File: src/rtl/ps2_pkg.sv
// Shared PS/2 receive definitions: framer states and frame geometry.
package ps2_pkg;

  localparam int unsigned PS2_DATA_BITS = 8;
  localparam int unsigned PS2_FRAME_W   = 9;

  typedef enum logic [1:0] {
    IDLE   = 2'd0,
    DATA   = 2'd1,
    PARITY = 2'd2,
    STOP   = 2'd3
  } ps2_state_e;

endpackage

File: src/rtl/ps2_sync_filter.sv
// Two-flop synchronizer followed by a consecutive-sample glitch filter.
// All flops reset high to match the idle-high PS/2 bus.
module ps2_sync_filter #(
  parameter int unsigned FILTER_LEN = 8
) (
  input  logic clk,
  input  logic rst_n,
  input  logic line,
  output logic filt
);

  localparam int unsigned CW = (FILTER_LEN > 1) ? $clog2(FILTER_LEN) : 1;

  logic          s1;
  logic          s2;
  logic [CW-1:0] cnt;

  // cnt tracks how long s2 has disagreed with filt; a flip needs FILTER_LEN samples
  always_ff @(posedge clk or negedge rst_n) begin
    if (!rst_n) begin
      s1   <= 1'b1;
      s2   <= 1'b1;
      filt <= 1'b1;
      cnt  <= '0;
    end else begin
      s1 <= line;
      s2 <= s1;
      if (s2 == filt) begin
        cnt <= '0;
      end else if (cnt == CW'(FILTER_LEN - 1)) begin
        filt <= s2;
        cnt  <= '0;
      end else begin
        cnt <= cnt + CW'(1);
      end
    end
  end

endmodule

File: src/rtl/ps2_rx_framer.sv
// PS/2 device-to-host frame receiver: start, 8 data bits LSB first, parity, stop.
// Parity is passed through unchecked in scan_code_p[8].
module ps2_rx_framer
  import ps2_pkg::*;
#(
  parameter int unsigned FILTER_LEN     = 8,
  parameter int unsigned TIMEOUT_CYCLES = 50000
) (
  input  logic                   clk,
  input  logic                   rst_n,
  input  logic                   ps2_clk,
  input  logic                   ps2_data,
  output logic [PS2_FRAME_W-1:0] scan_code_p,
  output logic                   valid,
  output logic                   frame_err
);

  localparam int unsigned TW = $clog2(TIMEOUT_CYCLES + 1);
  localparam int unsigned BW = $clog2(PS2_DATA_BITS);

  logic                     clk_f;
  logic                     data_f;
  logic                     clk_prev;
  logic                     fall;
  ps2_state_e               state;
  logic [BW-1:0]            bit_cnt;
  logic [PS2_DATA_BITS-1:0] shift;
  logic                     parity_q;
  logic [TW-1:0]            to_cnt;

  ps2_sync_filter #(.FILTER_LEN(FILTER_LEN)) u_clk_filt (
    .clk   (clk),
    .rst_n (rst_n),
    .line  (ps2_clk),
    .filt  (clk_f)
  );

  ps2_sync_filter #(.FILTER_LEN(1)) u_data_filt (
    .clk   (clk),
    .rst_n (rst_n),
    .line  (ps2_data),
    .filt  (data_f)
  );

  assign fall = clk_prev & ~clk_f;

  always_ff @(posedge clk or negedge rst_n) begin
    if (!rst_n) begin
      clk_prev    <= 1'b1;
      state       <= IDLE;
      bit_cnt     <= '0;
      shift       <= '0;
      parity_q    <= 1'b0;
      to_cnt      <= '0;
      scan_code_p <= '0;
      valid       <= 1'b0;
      frame_err   <= 1'b0;
    end else begin
      clk_prev  <= clk_f;
      valid     <= 1'b0;
      frame_err <= 1'b0;

      // Saturating inactivity counter; only meaningful while a frame is open
      if (state == IDLE || fall) begin
        to_cnt <= '0;
      end else if (to_cnt != TW'(TIMEOUT_CYCLES)) begin
        to_cnt <= to_cnt + TW'(1);
      end

      if (fall) begin
        case (state)
          IDLE: begin
            if (!data_f) begin
              state   <= DATA;
              bit_cnt <= '0;
              shift   <= '0;
            end
          end
          DATA: begin
            shift <= {data_f, shift[PS2_DATA_BITS-1:1]};
            if (bit_cnt == BW'(PS2_DATA_BITS - 1)) begin
              state <= PARITY;
            end else begin
              bit_cnt <= bit_cnt + BW'(1);
            end
          end
          PARITY: begin
            parity_q <= data_f;
            state    <= STOP;
          end
          STOP: begin
            if (data_f) begin
              scan_code_p <= {parity_q, shift};
              valid       <= 1'b1;
            end else begin
              frame_err <= 1'b1;
            end
            state   <= IDLE;
            bit_cnt <= '0;
          end
          default: state <= IDLE;
        endcase
      end else if (state != IDLE && to_cnt == TW'(TIMEOUT_CYCLES)) begin
        state   <= IDLE;
        bit_cnt <= '0;
        shift   <= '0;
    end
    end
  end

endmodule

File: config.mk
export PLATFORM = sky130hd
export DESIGN_NAME = ps2_rx_framer
export DESIGN_NICKNAME = d
export VERILOG_FILES = /design/src/rtl/ps2_pkg.sv /design/src/rtl/ps2_sync_filter.sv /design/src/rtl/ps2_rx_framer.sv
export SDC_FILE = /design/constraint.sdc
export NUM_CORES = 1
export LEC_CHECK = 0
export ABC_AREA = 1
export CORE_MARGIN = 2
export CORE_UTILIZATION = 59
export DETAILED_ROUTE_END_ITERATION = 12
export GPL_ROUTABILITY_DRIVEN = 0
export GPL_TIMING_DRIVEN = 0
export PLACE_DENSITY = 0.79
export SYNTH_ARGS = -nofsm -noshare
export SYNTH_HDL_FRONTEND = slang
export SYNTH_HIERARCHICAL = 1
export SYNTH_SLANG_ARGS = --single-unit
export TNS_END_PERCENT = 100
File: constraint.sdc
create_clock -name clk -period 3.05 [get_ports clk]
set_input_delay 0.305 -clock clk [delete_from_list [all_inputs] [get_ports clk]]
set_output_delay 0.305 -clock clk [all_outputs]
set_load 0.05 [all_outputs]
==> flow_metrics.py <==
metrics = {
    "synth": {
        "yosysWarnings": 6,
        "ys_ff_latch": 51,
        "synth_area_per_cell_um2": 8.116,
        "synthFlopType": "dfrtp_1",
        "syn_nets": 318,
        "syn_inst": 304,
        "async_reset_ff_share_pct": 100.0,
        "synth.distinct_cells": 25,
        "synth_edf_count": 0,
        "synth-seq-area-share_pct": 52.08,
        "netlist_area_um2": 2467,
    },
    "detailed_routing": {
        "first_pass_iters": 4,
        "ant_nets": 0,
        "dr_wl_met2_um": 2012,
        "wl_met3_um": 174,
        "vias": 1927,
        "drt-met1-wl_um": 2203,
        "drt-initial-drc-count": 157,
        "drc": 0,
        "top_layer": "met4",
        "wl_per_cell_um": 11.71,
        "wl_um": 4425,
        "viasPerCell": 5.098,
    },
    "pwr": {
        "power_leakage_nw": 1.291,
        "ir_worst_vdd_mv": 0.3937,
        "intPower_mw": 0.9867,
        "p_total_mw": 1.393,
        "pwr-share-seq_pct": 54.1,
        "combPwrFrac_pct": 17.6,
        "p_per_area_nw_per_um2": 499.8,
        "clockPowerShare_pct": 28.3,
        "p_switching_mw": 0.4059,
        "p_sw_share_pct": 29.15,
    },
    "clock_network": {
        "clk_latency_ns": 0.30,
        "clockBufferDepth": 2,
        "htree_levels": 2,
        "cts_tree": "built",
        "ctsRootBufferMaster": "clkbuf_8",
        "clk_pin_slew_ns": 0.09,
        "clock-sinks": 51,
        "cts_made_buffers": 5,
    },
    "sta": {
        "final_max_slew_viol_count": 0,
        "finClkSkew_ns": 0.01077,
        "hold_violations": 0,
        "finalCriticalPeriod_ns": 1.773,
        "fin_crit_sh_pct": 58.12,
        "relSlewSlack_pct": 64.09,
        "rsz0062_at_grt": "false",
        "fin_setup_tns_ns": 0,
        "worst_pin_slew_ns": 0.5387,
        "fmax_mhz": 564.1,
        "finalSetupViolCount": 0,
    },
    "placement": {
        "dp_hpwl_um": 3246,
        "io_buffers": 14,
    },
    "critical_path": {
        "slowest_stage": "clkdlybuf4s50_1",
        "worstSetupEndpointType": "primary output",
        "critPathKind": "reg -> out",
        "setup.worst_path.start_class": "register",
        "cp_cell_sequence": "clkdlybuf4s50_1",
        "critical_path.top_delay_family": "buffers and inverters",
        "worstPathMaxFanout": 2,
        "required_ns": 2.74,
        "critPathBufInv": 1,
        "crit_arrival_ns": 1.47,
        "cpPeakStageDelay_ns": 0.81,
    },
    "global_route": {
        "grt_overflow": 0,
        "grt_first_pass_wirelength_um": 7831,
        "grt_util_all_layers_pct": 21.90,
        "antenna_found_initial": 0,
        "grt_pass1_vias": 1762,
        "grt_max_degree": 29,
    },
    "die": {
        "start_util_pct": 61.68,
        "core_area_um2": 4000,
        "dieArea_um2": 4716,
        "rows": 23,
        "die_w_um": 68.67,
        "die_height_um": 68.67,
        "ios": 15,
    },
    "layout": {
        "nets": 341,
        "area_growth_pct": 12.93,
        "drive_above_1_share_pct": 9.146,
        "diodes": 0,
    },
    "hold_path": {
        "min_path_type": "reg -> reg",
    },
    "run_status": {
        "status": "finished, final reports clean",
    },
    "flow_run": {
        "max-cap-violations": 0,
    },
}
## state kept, by name, indices dropped and copies added, names as in the netlist
signal / cells
parity_q: 1
u_data_filt/filt: 1
valid: 1
scan_code_p: 9
u_data_filt/s2: 1
bit_cnt: 3
u_clk_filt/filt: 1
u_clk_filt/cnt: 3
u_clk_filt/s1: 1
u_data_filt/s1: 1
shift: 8
frame_err: 1
to_cnt: 16
clk_prev: 1
u_clk_filt/s2: 1
state: 2
## cell type report
type,count,area (um2)
clock buffer,7,86.33
tap,50,62.56
fill,345,1214
clock inverter,1,5.005
buffer,4,23.77
inverter,40,150.1
multi-input combinational,209,1008
sequential,51,1285
timing repair buffer,16,165.2
## timing repair
item                      CTS  global route
buffers inserted            0             0
hold buffers                1             0
hold endpoints to repair    5             0
gates resized for setup     0             0
## cells in the mapped netlist (2+ instances only)
cell type | instances | area share (%)
nand2_1 | 80 | 12
o21ai_0 | 19 | 3.9
nor3_1 | 5 | 1.0
nand2_2 | 4 | 1.0
inv_1 | 38 | 5.8
dfrtp_1 | 44 | 45
dfstp_2 | 7 | 7.5
nor2_1 | 44 | 6.7
nand3_2 | 2 | 0.81
nand4_1 | 2 | 0.51
nand3_1 | 26 | 5.3
nor2_2 | 2 | 0.51
inv_2 | 2 | 0.30
a21oi_1 | 8 | 1.6
clkbuf_1 | 2 | 0.30
ha_1 | 10 | 5.1
## power by group through the flow
stage	sequential, mW	clock [mW]	combinational (mW)
after floorplan	0.761	0	0.180
after global placement	0.766	0	0.234
after detailed placement	0.768	0	0.247
after CTS	0.755	0.403	0.248
after global routing	0.759	0.428	0.295
final	0.754	0.393	0.245
## layout by cell type (no fill, tap or decap), drive strengths merged, types with 5 or more instances in the layout
cell type and count:
o21ai 20, ha 10, a21oi 8, clkdlybuf4s50 13
nand3 28, dfrtp 44, clkbuf 9, nor3 5
nand2 85, dfstp 7, nor2 47, inv 40
## final timing paths
path	startpoint	to	depth (start not counted)	slack [ns]
min	u_data_filt/s1	u_data_filt/s2	0	0.36
max reg2reg	state[0]	to_cnt[9]	6	1.40
max in group asynchronous	rst_n	shift[6]	3	2.01
min in group asynchronous	rst_n	to_cnt[4]	2	0.51
max	scan_code_p[1]	scan_code_p[1]	1	1.28
min reg2reg	u_data_filt/s1	u_data_filt/s2	0	0.36
## per-stage QoR
step           hold WS [ns]  worst slack (ns)  instance area [um2]  util (%)  std cells
2_1_floorplan      0.009409             1.663                 2467         -        304
3_3_place_gp         0.3467            0.2498                 2670     66.75        368
3_5_place_dp         0.3182             1.417                 2685     67.13        369
4_1_cts              0.3608             1.260                 2786     69.66        378
5_1_grt              0.3621             1.225                 2786     69.66        378
6_report             0.3598             1.277                 2786     69.66        378
## logic make-up after synthesis
| family | after synthesis | synth area share (%) |
|---|---|---|
| simple gates | 168 | 29.16 |
| flops | 51 | 52.08 |
| buf+inv | 44 | 7.049 |
| compound gates | 30 | 6.288 |
| fa+ha+maj | 10 | 5.071 |
| xor+xnor | 1 | 0.3550 |
## metal layers
metal | vias up | global-route usage [%]
met4 | 0 | 3.750
met3 | 7 | 4.870
met5 | - | 0
met2 | 38 | 33.17
li1 | 997 | -
met1 | 885 | 32.66
No activity file was read; power rests on OpenSTA's default activity.
